==> src/rtl/toggle_event_decoder_pkg.sv <==
// toggle_event_decoder_pkg: shared state encoding and default parameters
//   state_t          - burst FSM encoding (IDLE, ACTIVE)
//   DEF_CNT_W        - default burst counter / snapshot width
//   DEF_SYNC_STAGES  - default synchroniser depth
//   DEF_TIMEOUT      - default idle cycles that end a burst
package toggle_event_decoder_pkg;

    typedef enum logic {
        IDLE   = 1'b0,
        ACTIVE = 1'b1
    } state_t;

    localparam int DEF_CNT_W       = 8;
    localparam int DEF_SYNC_STAGES = 2;
    localparam int DEF_TIMEOUT     = 16;

endpackage

==> src/rtl/toggle_sync_edge.sv <==
// toggle_sync_edge: synchronises a toggle line and flags each level change
//   clk    in  rising-edge clock
//   rstn   in  synchronous active-low reset
//   tog_in in  asynchronous toggle line
//   pulse  out high in the cycle the synchronised line differs from the
//              reference bit (driven from flops only, no input path)
module toggle_sync_edge
    import toggle_event_decoder_pkg::*;
#(
    parameter int SYNC_STAGES = DEF_SYNC_STAGES
) (
    input  logic clk,
    input  logic rstn,
    input  logic tog_in,
    output logic pulse
);

    localparam int PW = $clog2(SYNC_STAGES + 2);

    logic [SYNC_STAGES-1:0] sync_q, sync_d;
    logic                   ref_q, ref_d;
    logic [PW-1:0]          prime_q, prime_d;
    logic                   primed;

    // The reference bit always follows the synchroniser; priming only masks
    // the comparison so a line held high across reset is absorbed silently.
    always_comb begin
        sync_d  = {sync_q[SYNC_STAGES-2:0], tog_in};
        ref_d   = sync_q[SYNC_STAGES-1];
        primed  = (prime_q == PW'(SYNC_STAGES + 1));
        prime_d = primed ? prime_q : prime_q + 1'b1;
        pulse   = primed && (sync_q[SYNC_STAGES-1] != ref_q);
    end

    always_ff @(posedge clk) begin
        if (!rstn) begin
            sync_q  <= '0;
            ref_q   <= 1'b0;
            prime_q <= '0;
        end else begin
            sync_q  <= sync_d;
            ref_q   <= ref_d;
            prime_q <= prime_d;
        end
    end

endmodule

==> src/rtl/toggle_event_decoder.sv <==
// toggle_event_decoder: decodes a toggle-encoded event line into pulses,
// counts events per burst and publishes burst length on a snapshot port
//   clk        in  rising-edge clock
//   rstn       in  synchronous active-low reset
//   tog_in     in  asynchronous toggle line, one event per level change
//   clr        in  clears count and sticky flags
//   pulse_out  out one-cycle pulse per decoded event
//   count      out events in current/last burst (saturating)
//   active     out burst in progress
//   snap_valid out snapshot available
//   snap_ready in  consumer accepts snapshot
//   snap_data  out burst length captured at burst end
//   overflow   out sticky: burst exceeded counter range
//   snap_lost  out sticky: burst ended while a snapshot was pending
module toggle_event_decoder
    import toggle_event_decoder_pkg::*;
#(
    parameter int CNT_W       = DEF_CNT_W,
    parameter int SYNC_STAGES = DEF_SYNC_STAGES,
    parameter int TIMEOUT     = DEF_TIMEOUT
) (
    input  logic             clk,
    input  logic             rstn,
    input  logic             tog_in,
    input  logic             clr,
    output logic             pulse_out,
    output logic [CNT_W-1:0] count,
    output logic             active,
    output logic             snap_valid,
    input  logic             snap_ready,
    output logic [CNT_W-1:0] snap_data,
    output logic             overflow,
    output logic             snap_lost
);

    localparam int               TW      = $clog2(TIMEOUT);
    localparam logic [CNT_W-1:0] CNT_MAX = '1;

    logic             pulse;
    state_t           state_q, state_d;
    logic [TW-1:0]    timer_q, timer_d;
    logic [CNT_W-1:0] count_q, count_d;
    logic             pulse_q;
    logic             snap_valid_q, snap_valid_d;
    logic [CNT_W-1:0] snap_data_q, snap_data_d;
    logic             overflow_q, overflow_d;
    logic             snap_lost_q, snap_lost_d;
    logic             capture, take, ovf_inc;

    toggle_sync_edge #(.SYNC_STAGES(SYNC_STAGES)) u_sync (
        .clk    (clk),
        .rstn   (rstn),
        .tog_in (tog_in),
        .pulse  (pulse)
    );

    always_comb begin
        state_d = state_q;
        timer_d = timer_q;
        count_d = clr ? '0 : count_q;
        ovf_inc = 1'b0;
        capture = 1'b0;
        if (pulse) begin
            state_d = ACTIVE;
            timer_d = '0;
            // A cleared or fresh burst keeps the coincident event as the first one.
            if (state_q == IDLE || clr)
                count_d = CNT_W'(1);
            else if (count_q == CNT_MAX)
                ovf_inc = 1'b1;
            else
                count_d = count_q + 1'b1;
        end else if (state_q == ACTIVE) begin
            if (timer_q == TW'(TIMEOUT - 1)) begin
                state_d = IDLE;
                timer_d = '0;
                capture = 1'b1;
            end else begin
                timer_d = timer_q + 1'b1;
            end
        end
        // A capture may load when the slot is free or being drained this edge.
        take         = capture && (!snap_valid_q || snap_ready);
        snap_valid_d = take || (snap_valid_q && !snap_ready);
        snap_data_d  = take ? count_q : snap_data_q;
        overflow_d   = ovf_inc || (overflow_q && !clr);
        snap_lost_d  = (capture && !take) || (snap_lost_q && !clr);
    end

    always_ff @(posedge clk) begin
        if (!rstn) begin
            state_q      <= IDLE;
            timer_q      <= '0;
            count_q      <= '0;
            pulse_q      <= 1'b0;
            snap_valid_q <= 1'b0;
            snap_data_q  <= '0;
            overflow_q   <= 1'b0;
            snap_lost_q  <= 1'b0;
        end else begin
            state_q      <= state_d;
            timer_q      <= timer_d;
            count_q      <= count_d;
            pulse_q      <= pulse;
            snap_valid_q <= snap_valid_d;
            snap_data_q  <= snap_data_d;
            overflow_q   <= overflow_d;
            snap_lost_q  <= snap_lost_d;
        end
    end

    assign pulse_out  = pulse_q;
    assign count      = count_q;
    assign active     = (state_q == ACTIVE);
    assign snap_valid = snap_valid_q;
    assign snap_data  = snap_data_q;
    assign overflow   = overflow_q;
    assign snap_lost  = snap_lost_q;

endmodule

==> config.mk <==
export PLATFORM = sky130hd
export DESIGN_NAME = toggle_event_decoder
export DESIGN_NICKNAME = d
export VERILOG_FILES = /design/src/rtl/toggle_event_decoder_pkg.sv /design/src/rtl/toggle_sync_edge.sv /design/src/rtl/toggle_event_decoder.sv
export SDC_FILE = /design/constraint.sdc
export NUM_CORES = 1
export LEC_CHECK = 0
export BUFFER_PORTS_ARGS = -buffer_cell sky130_fd_sc_hd__buf_4
export CAP_MARGIN = 20
export CORE_AREA = 2 2 45 79
export DETAILED_ROUTE_END_ITERATION = 12
export DIE_AREA = 0 0 47 81
export PLACE_DENSITY_LB_ADDON = 0.12
export SLEW_MARGIN = 5
export SYNTH_ARGS = -nofsm -noshare
export SYNTH_HDL_FRONTEND = slang
export SYNTH_SLANG_ARGS = --single-unit
==> constraint.sdc <==
create_clock -name clk -period 4.1 [get_ports clk]
set_input_delay 0.205 -clock clk [delete_from_list [all_inputs] [get_ports clk]]
set_output_delay 0.205 -clock clk [all_outputs]
set_load 0.05 [all_outputs]
### Word-level counts from Yosys, hierarchy flattened

Index checks and enable logic that the tools add are counted.

* bits of input ports: 5
* output and inout bits: 21
* bits in registers: 30
* word-level logic and storage cells: 50

* bitwise operators: 2
* multiplexer cells: 14
* equality and inequality tests: 4
* add/sub/neg operators: 3
* reductions and logical operators: 16

Operators by type and width (number)
* two-way mux 8 bit: 4
* two-way mux 1 bit: 9
* adder 8 x 1 -> 8 bit, second input constant: 1
* equality test 8 bit, second input constant: 1
* logical AND 1 bit: 6
* logical OR 1 bit: 5
* adder 4 x 1 -> 4 bit, second input constant: 1
* equality test 4 bit, second input constant: 1
* zero test 1 bit: 4
* two-way mux 4 bit: 1
* adder 2 x 1 -> 2 bit, second input constant: 1
* equality test 2 bit, second input constant: 1
* NOT 1 bit: 2
* OR reduction 2 bit: 1
* != test 1 bit: 1

### Depth between registers and ports, before layout

Gate-level depths: netlist (run 1).

* depth after elaboration: 8
* mapped depth: 6
* mapped depth without buffers: 5

### Modules after synthesis

Synthesis (run 1) repeated with hierarchy kept, for this count alone.

* cell total of the unflattened synthesis: 143
* area total of the unflattened synthesis: 1315.0 sq um

Modules (own cells, without submodules)
* toggle_event_decoder: seq. area each 500.5 sq um, cells each 128, instances 1, area an instance 1136.1 sq um
* toggle_sync_edge: seq. area each 100.1 sq um, cells each 15, instances 1, area an instance 178.9 sq um

### Least setup slack after synthesis (run 1)

OpenSTA, ideal clock, no wires.

* kind: register to register
* from: register count_q[0] (netlist: count[0])
* to: register count_q[1] (netlist: count[1])
* setup time: 0.117 ns
* path buffers: 1
* clock period less this slack: 1.836 ns
* arrival time: 1.719 ns
* cell stages (with the launch flop): 6
* required time: 3.983 ns
* path slack: 2.264 ns
* cells stage by stage: dfxtp_1 -> ha_1 -> and4_1 -> clkbuf_1 -> nand2b_1 -> a32o_1

* word-level cells in the longest chain between the ends: 4
* elaborated cells between the ends (all ways): 5
* classes of those cells: add/sub (1); eq/ne (1); mux (3)

Ends and longest elaborated chain
* from (decl): line toggle_event_decoder.sv:42 `logic [CNT_W-1:0] count_q, count_d;`
* from (signal assigned): line toggle_event_decoder.sv:103 `count_q <= count_d;`
* adder 8 x 1 -> 8 bit or equality test 8 bit (tied branches): line toggle_event_decoder.sv:72, toggle_event_decoder.sv:69
* two-way mux 8 bit (*): line toggle_event_decoder.sv:69 `else if (count_q == CNT_MAX)`
* two-way mux 8 bit (*): line toggle_event_decoder.sv:67 `if (state_q == IDLE || clr)`
* two-way mux 8 bit (*): line toggle_event_decoder.sv:63 `if (pulse) begin`

Mark *: on every way between the ends. The rest lies on a longest branch, timed or not.
A chain may end at the register's enable or synchronous reset.

### Worst setup path after layout (run 1)

* from: register timer_q[0]
* to: register snap_data_q[4] (netlist: snap_data[4])

* word-level cells in the longest chain between the ends: 5

Ends and longest elaborated chain
* from (decl): line toggle_event_decoder.sv:41 `logic [TW-1:0] timer_q, timer_d;`
* from (signal assigned): line toggle_event_decoder.sv:102 `timer_q <= timer_d;`
* equality test 4 bit: line toggle_event_decoder.sv:74 `if (timer_q == TW'(TIMEOUT - 1)) begin`
* two-way mux 1 bit: line toggle_event_decoder.sv:74
* two-way mux 1 bit: line toggle_event_decoder.sv:73 `end else if (state_q == ACTIVE) begin`
* two-way mux 1 bit: line toggle_event_decoder.sv:63
* logical AND 1 bit: line toggle_event_decoder.sv:83 `take = capture && (!snap_valid_q || snap_ready);`
* to (signal assigned): line toggle_event_decoder.sv:106 `snap_data_q <= snap_data_d;`
* to (decl): line toggle_event_decoder.sv:45 `logic [CNT_W-1:0] snap_data_q, snap_data_d;`

Every way passes these cells.

==> results of run 1 <==
[layer usage]
layer	GRT usage (%)	up-vias
met4	9.722	0
li1	-	576
met5	0	-
met2	30.00	39
met1	20.50	572
met3	4.222	6
[synthesized netlist by cell type, types with 3 or more instances]
cell	count
nand2_1	17
nand2b_1	3
nor2b_1	4
ha_1	3
o21ai_0	12
nand3_1	13
and2_1	4
buf_6	6
nor2_1	9
dfxtp_1	30
a21oi_1	6
nand4_1	3
[worst max path at each step]
| stage | startpoint | to | slack (ns) |
|---|---|---|---|
| 5_1_grt | timer_q[1] | snap_data[5] | 2.08 |
| 2_1_floorplan | count[0] | count[1] | 2.26 |
| 4_1_cts | timer_q[1] | snap_data[4] | 2.27 |
| 3_3_place_gp | active | snap_data[3] | 2.35 |
| 3_5_place_dp | timer_q[1] | snap_data[4] | 2.27 |
| 6_report | timer_q[0] | snap_data[4] | 2.29 |
[cells in the final DEF, fill, tap and decap left out, types with 2 or more instances in the layout]
| cell type | count |
|---|---|
| nor2b_1 | 4 |
| inv_1 | 2 |
| and2b_1 | 2 |
| buf_4 | 25 |
| nand2_1 | 17 |
| nand3_1 | 13 |
| and2_1 | 4 |
| o21ai_0 | 12 |
| mux2i_1 | 2 |
| clkbuf_1 | 2 |
| nand4_1 | 3 |
| a21o_1 | 2 |
| nor2_1 | 9 |
| a21boi_0 | 2 |
| ha_1 | 3 |
| clkbuf_8 | 5 |
| dfxtp_1 | 30 |
| a21oi_1 | 6 |
| nand2b_1 | 3 |
| a32o_1 | 2 |
| a22o_1 | 2 |
[cell type report]
| class | count | share of cell area [%] |
|---|---|---|
| multi-input combinational | 109 | 42.84 |
| inverter | 2 | 0.4622 |
| clock buffer | 7 | 4.700 |
| sequential | 30 | 36.98 |
| timing repair buffer | 25 | 11.56 |
| tap | 45 | 3.467 |
[flip-flops by register name (all words and copies together), names as in the netlist]
register and flops:
u_sync.ref_q 1, snap_lost 1, active 1, overflow 1, pulse_out 1, timer_q 4, u_sync.sync_q 2, snap_data 8
count 8, snap_valid 1, u_sync.prime_q 2
[power breakdown]
part           internal (mW)  switching (mW)
combinational         0.0157          0.0192
clock                  0.116          0.0980
sequential             0.298         0.00438
[kinds of logic (layout without fill, tap and decap cells)]
family / count (synthesis) / in the layout / share of synthesized area, %
flops: 30 / 30 / 43.28
compound gates: 37 / 37 / 19.21
xor+xnor: 3 / 3 / 2.435
simple gates: 63 / 63 / 23.54
fa+ha+maj: 3 / 3 / 2.705
mux: 3 / 3 / 2.254
buf+inv: 11 / 34 / 6.582
[worst reg2reg max path, delay by kind of cell (launching register included)]
| kind | cells | cell delay, ns |
|---|---|---|
| compound gates | 2 | 0.94 |
| fa+ha+maj | 1 | 0.23 |
| flops | 1 | 0.38 |
| simple gates | 1 | 0.12 |
==> flow_summary_export.csv, run 1 <==
group,metric,value,unit
cells_and_area,multi_input_area,695.7,µm²
synth,synth-async-reset-ratio,0,%
detailed_routing,routed.top_layer,"met4",
synth,ys_seq_area_share,43.28,%
sta,fin_ws,2.288,ns
clock_network,cts_buffers,5,
detailed_routing,drt_drc_violations_left,0,
sta,fmax,0.5518,GHz
synth,ys.flop_type,"dfxtp_1",
die,start_util,43.05,%
worst_hold_path,min_from,"tog_in",
detailed_routing,first_pass_iters,4,
setup_path,worstReg2RegStart,"timer_q[0]",
die,die_y,81,µm
worst_hold_path,hold_class,"primary input to flop",
clock_network,clockBufferDepth,2,
synth,yosys_warnings,0,
place,place_area,0.001548,mm²
synth,synth_top_area_share,43.28,%
synth,syn_nets,158,
detailed_routing,m1WireLength,1193,µm
clock_network,clock_latency,0.27,ns
setup_path,endpoint_kind,"flop",
sta,setup_viol,0,
synth,netlist_instances,150,
sta,rsz0062_at_grt,"false",
die,die_w,47,µm
sta,hold_ws,0.1387,ns
die,io_pins,26,
global_route,grt_pass1_vias,1102,
worst_hold_path,whs_endpoint,"u_sync.sync_q[0]",
sta,finalHoldViolCount,0,
sta,post-route-period-util,44.20,%
setup_path,crit_type,"flop to flop",
global_route,grt_overflow,0,
cells_and_area,regArea,600.6,µm²
detailed_routing,antenna_left,0,
global_route,grt_max_degree,29,
die,num_rows,28,
status,status,"finished clean",
job,cap_violations,0,
detailed_routing,wl_per_cell,13.47,µm
cells_and_area,fillers,343,
clock_network,clk_pin_slew,0.06,ns
place,placed_cells,211,
synth,synth_area,0.001388,mm²
setup_path,crit_cells,4,
clock_network,clock-sinks,30,
die,dieArea,0.003807,mm²
clock_network,cts_setup_buffers,0,
cells_and_area,nNetsFinal,181,
sta,timing.slew.headroom,49.80,%
power_and_ir_drop,peakVddDrop,0.3382,mV
clock_network,postCtsHoldBufs,0,
synth,syn_avg_cell_area,9.251,µm²
global_route,globalRouteTotalUtil,18.13,%
place,dp_hpwl,2144,µm
setup_path,cp.arrival,1.94,ns
cells_and_area,fin_util,50.39,%
power_and_ir_drop,p_total,0.5517,mW
cells_and_area,drive_gt1_share,21.97,%
cells_and_area,stdcell_area,0.001624,mm²
synth,synth-seq-cells,30,
place,place_congestion,0.8003,
setup_path,slowest_stage,"a2111oi_4",
global_route,grt_antenna_before_repair,0,
detailed_routing,wirelength,2936,µm
setup_path,crit_path_max_incr_delay,0.73,ns
detailed_routing,viasPerCell,5.472,
cells_and_area,syn_to_final_growth,17.04,%
power_and_ir_drop,leakage,0.6191,nW
synth,synth_cell_types,45,
sta,final_max_slew_viol_count,0,
sta,max_slew.worst_pin.slew,0.7530,ns
setup_path,rr_worst_depth,4,
detailed_routing,wl_met3,161,µm
global_route,grt_pass1_wl,4995,µm
cells_and_area,finalNonFillerCells,218,
clock_network,cts_tree,"built",
worst_hold_path,min_path_cells,2,
setup_path,path_delay_family,"compound AO/OA/AOI/OAI gates",
sta,fin_tns_setup,0,ns
setup_path,required,4.23,ns
setup_path,worstPathCellList,"ha_1 > nand2_1 > a2111oi_4 > o21ai_0",
sta,fin_worst_skew,0.002150,ns
setup_path,start_kind,"flop",
place,portBuffers,25,
setup_path,regToRegSetupSlack,2.29,ns
clock_network,cts_resized,0,
power_and_ir_drop,p_per_area,339.7,mW/mm²
die,core-area,0.003223,mm²
detailed_routing,vias,1193,
setup_path,r2r_end,"snap_data[4]",
detailed_routing,drt_iter0_drc,41,
synth,yosys.area.top_type,"dfxtp_1",
setup_path,worstPathMaxFanout,16,
detailed_routing,met2RoutedLength,1515,µm
sta,finalCriticalPeriod,1.812,ns
place,place_ws,2.267,ns
cells_and_area,diodes,0,
synth,synth_edf_count,0,
setup_path,path_buf_inv,0,
clock_network,root_buffer,"clkbuf_8",
clock_network,htree_levels,2,
synth,ys_top_cells_by_area,"dfxtp_1 43%, buf_6 4.9%, nand3_1 4.7%",
(Power assumes the default switching activity.)
==> run 2, diff against run 1 <==
Settings changed: ABC_AREA from default to 1, CORE_AREA 2 2 45 79 to 2 2 47 82, DIE_AREA 0 0 47 81 to 0 0 49 84.
Clock period 4.1 ns to 1.87 ns, I/O delays scaled along.
==> run 2 against run 1 <==
  * Setup slack worse by 1.9 ns
  * Critical endpoint is now count[1]
  * Clock skew about the same
  * Clock power up 150%
  * Cell count up 30%
  * Via count up 8.3%
  * First-iteration DRC count down 34%
  * Synthesized area up 8.7%
==> flow_summary_export.csv, run 2 <==
group,metric,value,unit
cells_and_area,layout_common_cells,"59 x nand2_1, 37 x inv_1, 30 x dfxtp_1, 25 x buf_4, 16 x nand3_1",
die,io_pins,26,
global_route,grt_max_degree,20,
global_route,grt_antenna_before_repair,0,
global_route,grt_pass1_vias,1196,
synth,syn_nets,216,
sta,final_max_slew_viol_count,0,
cells_and_area,syn_to_final_growth,21.31,%
synth,synth-seq-cells,30,
sta,finalHoldViolCount,0,
cells_and_area,diodes,0,
synth,synth_commonest_cells,"59 x nand2_1, 37 x inv_1, 30 x dfxtp_1, 16 x nand3_1, 13 x nor2_1",
job,cap_violations,0,
synth,synth_area,0.001509,mm²
cells_and_area,nNetsFinal,245,
synth,netlist_instances,208,
sta,fmax,0.6971,GHz
setup_path,worstPathMaxFanout,12,
detailed_routing,met2RoutedLength,1387,µm
synth,ys.flop_type,"dfxtp_1",
status,status,"finished clean",
synth,syn_avg_cell_area,7.255,µm²
die,core-area,0.003520,mm²
global_route,globalRouteTotalUtil,15.99,%
detailed_routing,viasPerCell,4.549,
cells_and_area,drive_gt1_share,21.01,%
detailed_routing,m1WireLength,1386,µm
sta,fin_tns_setup,0,ns
setup_path,worstPathCellList,"ha_1 > nand3_4 > nand2_2 > nor2_2 > nand2_1 > o21ai_2",
synth,ys_seq_area_share,39.80,%
clock_network,clock-sinks,30,
place,place_congestion,0.9003,
sta,rsz0062_at_grt,"false",
die,die_y,84,µm
global_route,grt_overflow,0,
clock_network,cts_setup_buffers,0,
clock_network,clk_pin_slew,0.06,ns
setup_path,slowest_stage,"dfxtp_1",
setup_path,rr_worst_depth,6,
detailed_routing,wl_met3,86,µm
setup_path,endpoint_kind,"flop",
synth,synth_edf_count,0,
synth,synth-async-reset-ratio,0,%
clock_network,clock_latency,0.28,ns
clock_network,cts_resized,0,
power_and_ir_drop,leakage,0.9040,nW
detailed_routing,wirelength,2983,µm
worst_hold_path,hold_class,"primary input to flop",
clock_network,clockBufferDepth,2,
sta,max_slew.worst_pin.slew,0.3654,ns
die,dieArea,0.004116,mm²
power_and_ir_drop,peakVddDrop,0.5684,mV
sta,finalCriticalPeriod,1.435,ns
detailed_routing,antenna_left,0,
setup_path,crit_type,"flop to flop",
place,portBuffers,25,
setup_path,start_kind,"flop",
clock_network,cts_tree,"built",
synth,yosysMostFrequentCell,"nand2_1",
synth,yosys_warnings,0,
synth,ys_top_cells_by_area,"dfxtp_1 40%, nand2_1 15%, inv_1 9.2%",
sta,post-route-period-util,76.72,%
setup_path,cp.arrival,1.65,ns
detailed_routing,first_pass_iters,4,
detailed_routing,vias,1292,
synth,yosys.area.top_type,"dfxtp_1",
place,dp_hpwl,2267,µm
power_and_ir_drop,p_per_area,701.4,mW/mm²
detailed_routing,wl_per_cell,10.50,µm
sta,fin_worst_skew,0.002409,ns
detailed_routing,drt_iter0_drc,27,
sta,timing.slew.headroom,75.58,%
cells_and_area,layout_commonest_cell,"nand2_1",
global_route,grt_pass1_wl,5037,µm
die,die_w,49,µm
synth,synth_top_area_share,39.80,%
die,start_util,42.87,%
setup_path,crit_path_max_incr_delay,0.32,ns
sta,hold_ws,0.1201,ns
clock_network,postCtsHoldBufs,1,
detailed_routing,drt_drc_violations_left,0,
sta,setup_viol,0,
setup_path,required,2.08,ns
clock_network,root_buffer,"clkbuf_8",
worst_hold_path,min_path_cells,4,
clock_network,cts_buffers,5,
detailed_routing,routed.top_layer,"met4",
die,num_rows,29,
clock_network,htree_levels,2,
synth,synth_cell_types,25,
[run 2: logic make-up (layout without fill, tap and decap cells)]
family	Yosys count	in the layout	synth area share, %
buf+inv	43	73	11.36
xor+xnor	3	3	1.742
fa+ha+maj	3	3	2.488
flops	30	30	39.80
compound gates	17	17	6.385
simple gates	112	112	38.23
[run 2: worst paths after layout]
check	startpoint	to	slack, ns
setup / recovery	u_sync.prime_q[0]	count[1]	0.44
setup reg to reg	u_sync.prime_q[0]	count[1]	0.44
hold reg to reg	u_sync.sync_q[0]	u_sync.sync_q[1]	0.42
hold / removal	snap_ready	snap_valid	0.12
[run 2: cell type report]
class                      instances  area, µm²
fill                             364       1689
sequential                        30      600.6
inverter                          39      146.4
timing repair buffer              26      197.7
multi-input combinational        135      737.0
tap                               46      57.56
clock inverter                     1      5.005
clock buffer                       7      86.33
[run 2: through the flow]
step | instance area [µm²] | util (%) | setup WS, ns | total power [mW] | std cells
after floorplan | 1509 | - | 0.2341 | 0.7512 | 208
final | 1831 | 52.01 | 0.4354 | 1.284 | 284
after global placement | 1729 | 49.13 | 0.4428 | 0.7706 | 275
after detailed placement | 1729 | 49.13 | 0.4292 | 0.7716 | 275
after CTS | 1831 | 52.01 | 0.4150 | 1.313 | 284
after global routing | 1831 | 52.01 | 0.3356 | 1.357 | 284
[run 2: power by group]
part           switching (mW)  internal (mW)  leakage, nW
Clock                   0.230          0.296       0.0482
Sequential             0.0117          0.657        0.243
Combinational          0.0555         0.0330        0.613
Total                   0.297          0.986        0.904
[run 2: metal layers]
| metal | track usage (%) | vias up |
|---|---|---|
| li1 | - | 704 |
| met1 | 17.87 | 551 |
| met2 | 26.03 | 26 |
| met3 | 3.763 | 11 |
| met4 | 11.43 | 0 |
| met5 | 0 | - |
[run 2: critical path, delay by kind of cell (launching register included)]
family,cells,cell delay [ns]
flip-flops,1,0.32
AND/OR/NAND/NOR,4,0.70
AO/OA/AOI/OAI,1,0.07
adder cells (fa/ha/maj),1,0.28
